File: config.mk
export PLATFORM = sky130hd
export DESIGN_NAME = uart_rx
export DESIGN_NICKNAME = d
export VERILOG_FILES = /design/src/rtl/uart_rx.sv
export SDC_FILE = /design/constraint.sdc
export NUM_CORES = 1
export LEC_CHECK = 0
export CAP_MARGIN = 20
export CORE_UTILIZATION = 57
export CTS_CLUSTER_DIAMETER = 40
export DETAILED_ROUTE_END_ITERATION = 7
export GPL_TIMING_DRIVEN = 0
export MAX_ROUTING_LAYER = met4
export PLACE_DENSITY = 0.78
export SYNTH_ARGS = -nofsm -noshare
export SYNTH_HDL_FRONTEND = slang
export SYNTH_SLANG_ARGS = --single-unit
File: constraint.sdc
create_clock -name clk -period 2.3 [get_ports clk]
set_input_delay 0.46 -clock clk [delete_from_list [all_inputs] [get_ports clk]]
set_output_delay 0.46 -clock clk [all_outputs]
set_load 0.005 [all_outputs]
File: src/rtl/uart_rx.sv
// uart_rx: 8N1 UART receiver. Start bit 0, eight payload bits LSB-first,
// stop bit 1. The transmitter drives the payload inverted, so the byte is
// re-inverted on output when INVERT_PAYLOAD=1.
// Optional macro UART_RX_MAJORITY_EN: every sample is a 2-of-3 vote over
// counter limit-1, limit and limit+1, and each decision lands one clk later.
module uart_rx #(
  parameter int BAUD_RATE      = 115_200,
  parameter int CLOCK_SPEED    = 50_000_000,
  parameter int BAUD_WIDTH     = CLOCK_SPEED / BAUD_RATE,
  parameter bit INVERT_PAYLOAD = 1'b1
) (
  input  logic       clk,
  input  logic       rst,
  input  logic       rx,
  output logic [7:0] data,
  output logic       rx_valid,
  output logic       frame_err,
  output logic       busy
);

`ifdef UART_RX_MAJORITY_EN
  // One extra count is needed to reach the limit+1 vote cycle.
  localparam int CW = $clog2(BAUD_WIDTH + 1);
  // The vote finishes one cycle past the limit, so the next period starts
  // at 1 to keep the sample centres on the nominal half-bit grid.
  localparam logic [CW-1:0] CNT_RESTART = CW'(1);
`else
  localparam int CW = $clog2(BAUD_WIDTH);
  localparam logic [CW-1:0] CNT_RESTART = '0;
`endif

  localparam logic [CW-1:0] START_LIM = CW'(BAUD_WIDTH / 2 - 1);
  localparam logic [CW-1:0] BIT_LIM   = CW'(BAUD_WIDTH - 1);

  typedef enum logic [4:0] {
    IDLE      = 5'b00001,
    START     = 5'b00010,
    DATA      = 5'b00100,
    STOP      = 5'b01000,
    WAIT_IDLE = 5'b10000
  } state_t;

  logic          sync1_q, sync2_q, prev_q;
  logic          rx_s;
  state_t        state_q, state_d;
  logic [CW-1:0] cnt_q, cnt_d;
  logic [2:0]    bit_q, bit_d;
  logic [7:0]    shift_q, shift_d;
  logic [7:0]    data_q, data_d;
  logic          rx_valid_q, rx_valid_d;
  logic          frame_err_q, frame_err_d;
  logic          busy_q, busy_d;
  logic [CW-1:0] lim;
  logic          evt;
  logic          samp;

  assign rx_s = sync2_q;

  // Cycle limit of the current bit period: half a bit for START, full otherwise.
  always_comb begin
    lim = (state_q == START) ? START_LIM : BIT_LIM;
  end

`ifdef UART_RX_MAJORITY_EN
  logic s1_q, s1_d, s2_q, s2_d;

  // Capture the two early votes and decide on the limit+1 cycle.
  always_comb begin
    s1_d = s1_q;
    s2_d = s2_q;
    if (cnt_q == lim - CW'(1)) s1_d = rx_s;
    if (cnt_q == lim)          s2_d = rx_s;
    evt  = (cnt_q == lim + CW'(1));
    samp = (s1_q & s2_q) | (s1_q & rx_s) | (s2_q & rx_s);
  end

  // Vote flops; contents only matter within a bit period, so reset to idle level.
  always_ff @(posedge clk or posedge rst) begin
    if (rst) begin
      s1_q <= 1'b1;
      s2_q <= 1'b1;
    end else begin
      s1_q <= s1_d;
      s2_q <= s2_d;
    end
  end
`else
  // Single sample taken at the counter limit.
  always_comb begin
    evt  = (cnt_q == lim);
    samp = rx_s;
  end
`endif

  // Two-flop synchronizer plus one history flop for start-edge detection.
  always_ff @(posedge clk or posedge rst) begin
    if (rst) begin
      sync1_q <= 1'b1;
      sync2_q <= 1'b1;
      prev_q  <= 1'b1;
    end else begin
      sync1_q <= rx;
      sync2_q <= sync1_q;
      prev_q  <= sync2_q;
    end
  end

  // Frame sequencing: next state, counters, shift register and output pulses.
  always_comb begin
    state_d     = state_q;
    cnt_d       = cnt_q + CW'(1);
    bit_d       = bit_q;
    shift_d     = shift_q;
    data_d      = data_q;
    rx_valid_d  = 1'b0;
    frame_err_d = 1'b0;
    unique case (state_q)
      IDLE: begin
        cnt_d = '0;
        if (prev_q && !rx_s) state_d = START;
      end
      START: begin
        if (evt) begin
          if (!samp) begin
            state_d = DATA;
            cnt_d   = CNT_RESTART;
            bit_d   = 3'd0;
          end else begin
            // Line bounced back high before mid-start: not a frame.
            state_d = IDLE;
            cnt_d   = '0;
          end
        end
      end
      DATA: begin
        if (evt) begin
          shift_d[bit_q] = samp;
          cnt_d          = CNT_RESTART;
          if (bit_q == 3'd7) state_d = STOP;
          else               bit_d   = bit_q + 3'd1;
        end
      end
      STOP: begin
        if (evt) begin
          cnt_d = '0;
          if (samp) begin
            // Back to IDLE mid-stop-bit so a zero-gap next start is caught.
            state_d    = IDLE;
            data_d     = INVERT_PAYLOAD ? ~shift_q : shift_q;
            rx_valid_d = 1'b1;
          end else begin
            state_d     = WAIT_IDLE;
            frame_err_d = 1'b1;
          end
        end
      end
      WAIT_IDLE: begin
        // A held break reports one error only; wait for the line to recover.
        cnt_d = '0;
        if (rx_s) state_d = IDLE;
      end
      default: begin
        state_d = IDLE;
        cnt_d   = '0;
        bit_d   = 3'd0;
      end
    endcase
    busy_d = (state_d != IDLE);
  end

  // State and registered outputs; reset drops any partial frame silently.
  always_ff @(posedge clk or posedge rst) begin
    if (rst) begin
      state_q     <= IDLE;
      cnt_q       <= '0;
      bit_q       <= 3'd0;
      shift_q     <= 8'h00;
      data_q      <= 8'h00;
      rx_valid_q  <= 1'b0;
      frame_err_q <= 1'b0;
      busy_q      <= 1'b0;
    end else begin
      state_q     <= state_d;
      cnt_q       <= cnt_d;
      bit_q       <= bit_d;
      shift_q     <= shift_d;
      data_q      <= data_d;
      rx_valid_q  <= rx_valid_d;
      frame_err_q <= frame_err_d;
      busy_q      <= busy_d;
    end
  end

  assign data      = data_q;
  assign rx_valid  = rx_valid_q;
  assign frame_err = frame_err_q;
  assign busy      = busy_q;

endmodule
======== After elaboration in Yosys (flattened, before gate mapping) ========
Cells that the tools add are included.
word-level totals
  bits in registers ....................... 39
  input port bits ......................... 3
  output and inout bits ................... 11
operators by class
  $add $sub $neg .......................... 2
  order comparisons ....................... 2
  equality and inequality tests ........... 12
  muxes and demuxes ....................... 26
  bitwise gates (word level) .............. 2
  reduce and logical (&&, ||, !) cells .... 8
operator list
  cell                 count
  $mux 5               7
  $mux 9               3
  $pmux 5 s5           1
  $mux 3               5
  $add 9x1->9 const B  1
  $eq 9x9->1           1
  $pmux 3 s3           1
  $bwmux 8             1
  $ne 2x2->1 const B   4
  $not 8->8            1
  $mux 1               7
  $reduce_or 3->1      2
  $eq 5x1->1 const B   1
  $eq 5x2->1 const B   1
  $eq 5x3->1 const B   1
  $eq 5x4->1 const B   1
  $eq 5x5->1 const B   1
  $ne 5x1->1 const B   1
  $reduce_and 5->1     1
  $lt 3x4->1 const B   1
  $add 3x1->3 const B  1
  $demux 1 s3          1
  $eq 3x3->1 const B   1
  $ge 3x1->1 const B   1
  other kinds (5)      6

======== Logic depth before layout (Yosys ltp) ========
Gate-level depths: netlist (run 1).
  word-level depth ........................ 6
  gate-level depth with buffers ........... 7

======== Worst setup path after synthesis (run 1) ========
No wires, ideal clock.
  path type ............................... reg2reg
  start ................................... reg state_q[0]
  end ..................................... reg shift_q[6]
  library setup time ...................... 0.125 ns
  data arrival time ....................... 1.815 ns
  setup slack ............................. 0.360 ns
  stages on the path, launching flop included .. 8
  buffers on the path ..................... 2
  cell sequence ........................... dfstp_2 > buf_4 > nor4_4 > a211o_2 > a21oi_4 > buf_6 > nand4_4 > mux2_4
between the ends
  longest elaborated chain between the ends .. 4
  elaborated cells between the ends (all ways) .. 5
  those cells by class .................... eq/ne (3); mux (1); reduce/logical (1)
RTL lines
  what                          line  text
  start: declaration            45    state_t state_q, state_d;
  start signal: assignment      183   state_q <= state_d;
  $eq 5x2->1                    61    lim = (state_q == START) ? START_LIM : BIT_LIM;
  $mux 9                        61
  $eq 9x9->1                    90    evt = (cnt_q == lim);
  $reduce_and 2->1 (no line) *  -
  end signal: assignment        186   shift_q <= shift_d;
  end: declaration              48    logic [7:0] shift_q, shift_d;
Mark *: on every way between the ends. The rest lies on a longest branch, timed or not.
A chain may end at the register's enable or synchronous reset.

======== Final worst setup path (run 1) ========
  start ................................... reg state_q[0]
  end ..................................... reg data_q[1] (netlist: data[1])
between the ends
  longest elaborated chain between the ends .. 4
  elaborated cells between the ends (all ways) .. 5
  those cells by class .................... eq/ne (3); mux (1); reduce/logical (1)
RTL lines
  what                          line  text
  $eq 5x2->1                    61
  $mux 9                        61
  $eq 9x9->1                    90
  $reduce_and 3->1 (no line) *  -
  end signal: assignment        187   data_q <= data_d;
  end: declaration              49    logic [7:0] data_q, data_d;
Marked as above.

==> impl_results.md, run 1 <==
* 1st-pass router iterations at 4
* RSZ-0062 raised after global routing: no
* H-tree lvl count at 2
* Sequential area share after synthesis at 50.1%
* Final setup viols at 0
* Ys Warns at 0
* Yosys cell types at 49
* Post-route core utilization at 71.0%
* Area of the core at 0.00315 mm²
* Final instance area at 0.00224 mm²
* Worst-Margin Slew at 0.681 ns
* Syn Nets at 177
* GRT Util Overall at 24.0%
* Fin worst setup slack at 0.190 ns
* CTS tree: yes
* Worst-path fanout max at 9
* Remaining DRCs at 0
* Clk root buf: clkbuf_4
* Area of the multi-input gates at 856 µm²
* Status: completed
* Placed Cells at 229
* DR vias/cell at between 5 and 6
* Max-slew violation count at 0
* Crit path capture: data[1]
* Nature of the critical path startpoint: flip-flop
* Min-Delay Path Class: flip-flop to flip-flop
* Largest net degree at the start of global routing at 24
* Tcrit/Tclk final at 91.8%
* Top area cells in the synthesized netlist: dfrtp_1 (45%), dfstp_2 (5.4%), mux2i_1 (4.1%), xor2_1 (3.6%), mux2_2 (2.9%)
* Antenna Violating Nets Remaining at 0
* Vias at 1388
* Die W at a little over 60 µm
* Effective utilization at floorplan at 62.1%
* Overflow after GRT at 0
* IO Pins at 14
* Synth Register Bits at 39
* Detailed placement HPWL at roughly 2.4 mm
* P&R area growth vs syn at 14.4%
* Critical setup path kind: flip-flop to flip-flop
* Setup WS pre-CTS at 0.206 ns
* R2R cell count at 7
* Die Y at 60.6 µm
* Number of diodes at 0
* FILL cells at 253
* Clock tree sinks at 39
* Final #Nets at around 200
* Worst R2R Setup Slack at approximately 0.19 ns
* Dominant synthesized flop cell: dfrtp_1
* Asr flop ratio synth at 100%
* Total of max-cap violations at 0
* Max VDD drop at 0.000393 V
* Post-synth top cells: dfrtp_1 (35), inv_1 (13), nor2_1 (13)
* CP endpoint kind: flip-flop
* Later-pin clock latency in the skew report at 0.35 ns
* Syn Inst Count at 171
* Row count at 20
* Reg2Reg Capture Point: data[1]
* Final WL at around 3.5 mm
* Initial antenna violation count at 0
* CP startpoint: state_q[0]
* Slew Limit Headroom at 54.6%
* Final min period at 2.11 ns
* Worst-path clk slew at 0.11 ns
* Placed inst area at 0.00217 mm²
* Register area at 981 µm²
* Clk_skew at 0.0170 ns
* Most common cell in the netlist: dfrtp_1
* Die area at 0.00367 mm²
* Worst Path Required at 2.56 ns
* Vias in the first global route at 1338
* Share of the synthesized area in the top cell type at 44.8%
* Clock buffer depth at 2
* Post-synth EDFFs at 0
* Pleak at 0.998 nW
* Post-DR wirelength/cell at 14.9 µm
* First DRT Iteration DRCs at 122
* TritonCTS buffer count at 5
* Post-route setup TNS at 0 ns
* Final Non-Filler Cells at 237
* Global-route wire length before repair at 6.13 mm
* P per Cell Area at between 500 and 600 mW/mm²
* Routability cong. at 0.833
* # Post-CTS Setup Buffers at 0
* Fmax achieved at roughly 470 MHz
* I/O Buffers at 13
* Worst EP arrival at 2.37 ns
* Count of final hold-check violations at 0
* Syn Std Cell Area at 0.00196 mm²
* Cts hold-fix bufs at 0
* Post-synth top area cell: dfrtp_1
* Reg2reg start: state_q[0]
* Syn Area/Cell at 11.4 µm²
* Post-cts sizing count at 0
* Share of cells above drive strength 1 at 20.7%
## routing by layer
metal	part of all wire (%)	track usage (%)
met5	0	-
met2	49	38.1
met3	4.6	6.82
met1	45	29.3
met4	1.9	8.44
## worst min path at each step
| stage | end | cells past startpoint | from | slack (ns) |
|---|---|---|---|---|
| global placement | rx_s | 0 | sync1_q | 0.35 |
| floorplan | rx_s | 0 | sync1_q | 0.35 |
| CTS | rx_s | 0 | sync1_q | 0.36 |
| finish | rx_s | 0 | sync1_q | 0.36 |
| detailed placement | rx_s | 0 | sync1_q | 0.35 |
| global route | rx_s | 0 | sync1_q | 0.37 |
## cells by family (layout without fill, tap and decap cells)
family | count (synthesis) | in the layout | synth area share, %
AOI/OAI and AO/OA | 23 | 23 | 8.57
DFF | 39 | 39 | 50.1
adders and majority gates | 3 | 3 | 1.92
xor gates and xnor gates | 9 | 9 | 4.03
muxes | 16 | 16 | 9.27
and+or+nand+nor | 58 | 58 | 19.9
buffers and inverters | 23 | 45 | 6.14
## stage by stage
stage / hold WS, ns / total power (W)
floorplan: 0.345 / 0.000770
global placement: 0.346 / 0.000789
detailed placement: 0.348 / 0.000798
CTS: 0.364 / 0.00119
global route: 0.366 / 0.00123
finish: 0.362 / 0.00118
## layout make-up
cell class | instances | area share [%]
multi-input combinational | 109 | 38.2
buffer | 10 | 3.19
sequential | 39 | 43.8
tap | 44 | 2.46
timing repair buffer | 14 | 7.04
inverter | 13 | 2.18
clock buffer | 8 | 3.07
## sequential cells by signal (all words and copies together) (netlist names)
| name | count |
|---|---|
| bit_q | 3 |
| busy | 1 |
| cnt_q | 9 |
| data | 8 |
| frame_err | 1 |
| prev_q | 1 |
| rx_s | 1 |
| rx_valid | 1 |
| shift_q | 8 |
| state_q | 5 |
| sync1_q | 1 |
## worst max-delay path: stages, from the launching register on
cell and delay [ns]:
dfstp_2 0.53, buf_4 0.17, nor4_4 0.07, a211o_2 0.37, a21oi_4 0.26, and3_2 0.23, buf_6 0.16, mux2i_1 0.22
## power breakdown
group          internal (W)  switching (W)  leakage [nW]
registers          0.000698     0.00000553         0.530
clock network      0.000180       0.000214        0.0386
logic             0.0000323      0.0000497         0.430
## placed cells by master, fill, tap and decap left out, drive strengths merged, types with 2 or more instances in the layout
cell,synthesis,layout
nand3,6,6
nor3,2,2
o21ai,9,9
nand2,6,6
nand4,5,5
nand3b,2,2
mux2i,8,8
dfrtp,35,35
nor4,3,3
nor2,13,13
clkbuf,2,10
dfstp,4,4
clkdlybuf4s50,0,13
a32o,2,2
nor2b,3,3
nand4bb,2,2
xor2,8,8
inv,13,13
ha,3,3
nor3b,2,2
a21oi,4,4
and3,3,3
or2,2,2
mux2,8,8
buf,8,9
nand4b,4,4
(Power assumes the default switching activity.)
==> inputs of run 2 (changes only) <==
CORE_UTILIZATION = 40   (was 57)
PLACE_DENSITY = unset   (was 0.78)
==> impl_results.md, run 2 (synthesis results as in run 1) <==
* FILL cells at 451
* Detailed placement HPWL at 2.35 mm
* Cts hold-fix bufs at 0
* Commonest non-fill, non-tap cell in the layout: dfrtp_1
* Nature of the critical path startpoint: flip-flop
* Die area at 0.00518 mm²
* Clock tree sinks at 39
* Later-pin clock latency in the skew report at ~0.29 ns
* Most Used Layer, Global Route: met2
* Post-route core utilization at 47.7%
* P&R area growth vs syn at 15.1%
* Reg with most FFs: cnt_q
* Fmax achieved at 478 MHz
* Effective utilization at floorplan at 41.4%
* P_sw at roughly 0.00027 W
* H-tree lvl count at 2
* GRT Util Overall at 15.5%
* 1st-pass router iterations at 4
* I/O Buffers at 13
* Hold Crit Depth at 0
* Share of cells above drive strength 1 at 20.3%
* Register share of total power at 58.1%
* Area of the core at 0.00472 mm²
* Max-slew violation count at 0
* Global-route wire length before repair at 5.96 mm
* Total of max-cap violations at 0
* Critical Path, Cell by Cell: buf_4, nor4_4, a211o_2, a211oi_1, o21ai_1, a32o_1
* M2 GR Usage at a little over a fifth
* IO Pins at 14
* Register area at approximately 980 µm²
* Final setup viols at 0
* Final instance area at 0.00225 mm²
* Placed inst area at 0.00217 mm²
* Remaining DRCs at 0
* Post-route setup TNS at 0 ns
* Sw frac at 22.6%
* CTS tree: yes
* Worst-path clk slew at 0.07 ns
* Largest register FFs at 9
* Min-Delay Path Class: flip-flop to flip-flop
* Post-cts sizing count at 0
* Slew Limit Headroom at 47.0%
* Final #Nets at 197
* Die W at 71.9 µm
* First DRT Iteration DRCs at 87
* Die Y at 71.9 µm
* # Post-CTS Setup Buffers at 0
* Tcrit/Tclk final at 90.9%
* Overflow after GRT at 0
* TritonCTS buffer count at 5
* Initial antenna violation count at 0
* Internal Power at approximately 0.00094 W
* P per Cell Area at between 500 and 600 mW/mm²
* Status: completed
* CP endpoint kind: flip-flop
* Final min period at 2.09 ns
* Final Hold Slack at approximately 0.36 ns
* Comb pwr share at 6.2%
* Global-route met3 utilization at 4.17%
* Antenna Violating Nets Remaining at 0
* Row count at 25
* Clk_skew at 0.00358 ns
* RSZ-0062 raised after global routing: no
* Area of the multi-input gates at approximately 860 µm²
* Worst EP arrival at 2.26 ns
* Routability cong. at 0.830
* Largest net degree at the start of global routing at 40
* R2R cell count at 6
* Fin worst setup slack at 0.210 ns
* Worst-Margin Slew at 0.794 ns
* Worst-path fanout max at 9
* Final WL at roughly 3.4 mm
* Clk pwr share at 35.7%
* Clock buffer depth at 2
* Number of diodes at 0
* Pleak at roughly 0.99 nW
* Count of final hold-check violations at 0
* DR vias/cell at 5.12
* CP max-delay cell: dfstp_2
* Max VDD drop at about 0.00043 V
* Global Route met1 Usage at around 21%
* Clk root buf: clkbuf_8
* Critical setup path kind: flip-flop to flip-flop
* Setup WS pre-CTS at about 0.23 ns
* Commonest cells after routing, fill and taps aside: dfrtp_1 (35), nor2_1 (13), clkdlybuf4s50_1 (13)
* Vias at ~1300
* Post-DR wirelength/cell at 13.2 µm
* Vias in the first global route at roughly 1300
* Worst Path Required at 2.47 ns
* Max incr delay on CP at 0.52 ns
run 2: changes by cell type in the layout (fill, tap and decap cells not counted), sizes merged:
cell	previous run	this run
buf	9	8
clkinv	0	1
clkbuf	10	9
run 2: worst paths after layout:
check / slack (ns) / from / end
max: 0.21 / state_q[0] / bit_q[2]
min: 0.36 / sync1_q / rx_s
max reg2reg: 0.21 / state_q[0] / bit_q[2]
min reg2reg: 0.36 / sync1_q / rx_s
max in group asynchronous: 1.16 / rst / busy
min in group asynchronous: 0.64 / rst / cnt_q[4]
run 2: final cells by class:
| type | instances | area share (%) |
|---|---|---|
| Buffer | 10 | 3.17 |
| Clock buffer | 7 | 3.39 |
| Clock inverter | 1 | 0.222 |
| Inverter | 13 | 2.17 |
| Multi-Input combinational cell | 109 | 38.0 |
| Sequential cell | 39 | 43.6 |
| Tap cell | 67 | 3.72 |
| Timing Repair Buffer | 13 | 5.78 |
run 2: through the flow:
stage | instances | power [W]
after floorplan | 171 | 0.000770
after global placement | 251 | 0.000790
after detailed placement | 251 | 0.000793
after CTS | 259 | 0.00123
after global routing | 259 | 0.00127
final | 259 | 0.00121
run 2: layer usage:
metal,wire [µm],share of wire [%]
met1,1710,50
met2,1530,45
met3,114,3.3
met4,72,2.1
met5,0,0
run 2: worst max-delay path, delay by kind of cell (launching register included):
family          cells  cell delay, ns
simple gates        1            0.06
compound gates      4            1.23
flops               1            0.52
buf+inv             1            0.15
run 2: power by group through the flow:
stage	Sequential [W]	Combinational, W	Clock, W
2_1_floorplan	0.000715	0.0000544	0
3_3_place_gp	0.000716	0.0000741	0
3_5_place_dp	0.000717	0.0000761	0
4_1_cts	0.000704	0.0000765	0.000450
5_1_grt	0.000705	0.0000862	0.000481
6_report	0.000704	0.0000756	0.000432
==> inputs of run 3 (changes only) <==
CTS_CLUSTER_DIAMETER = unset   (was 40)
==> results of run 3 <==
Final layout, timing and power as in run 2 (identical DEF).
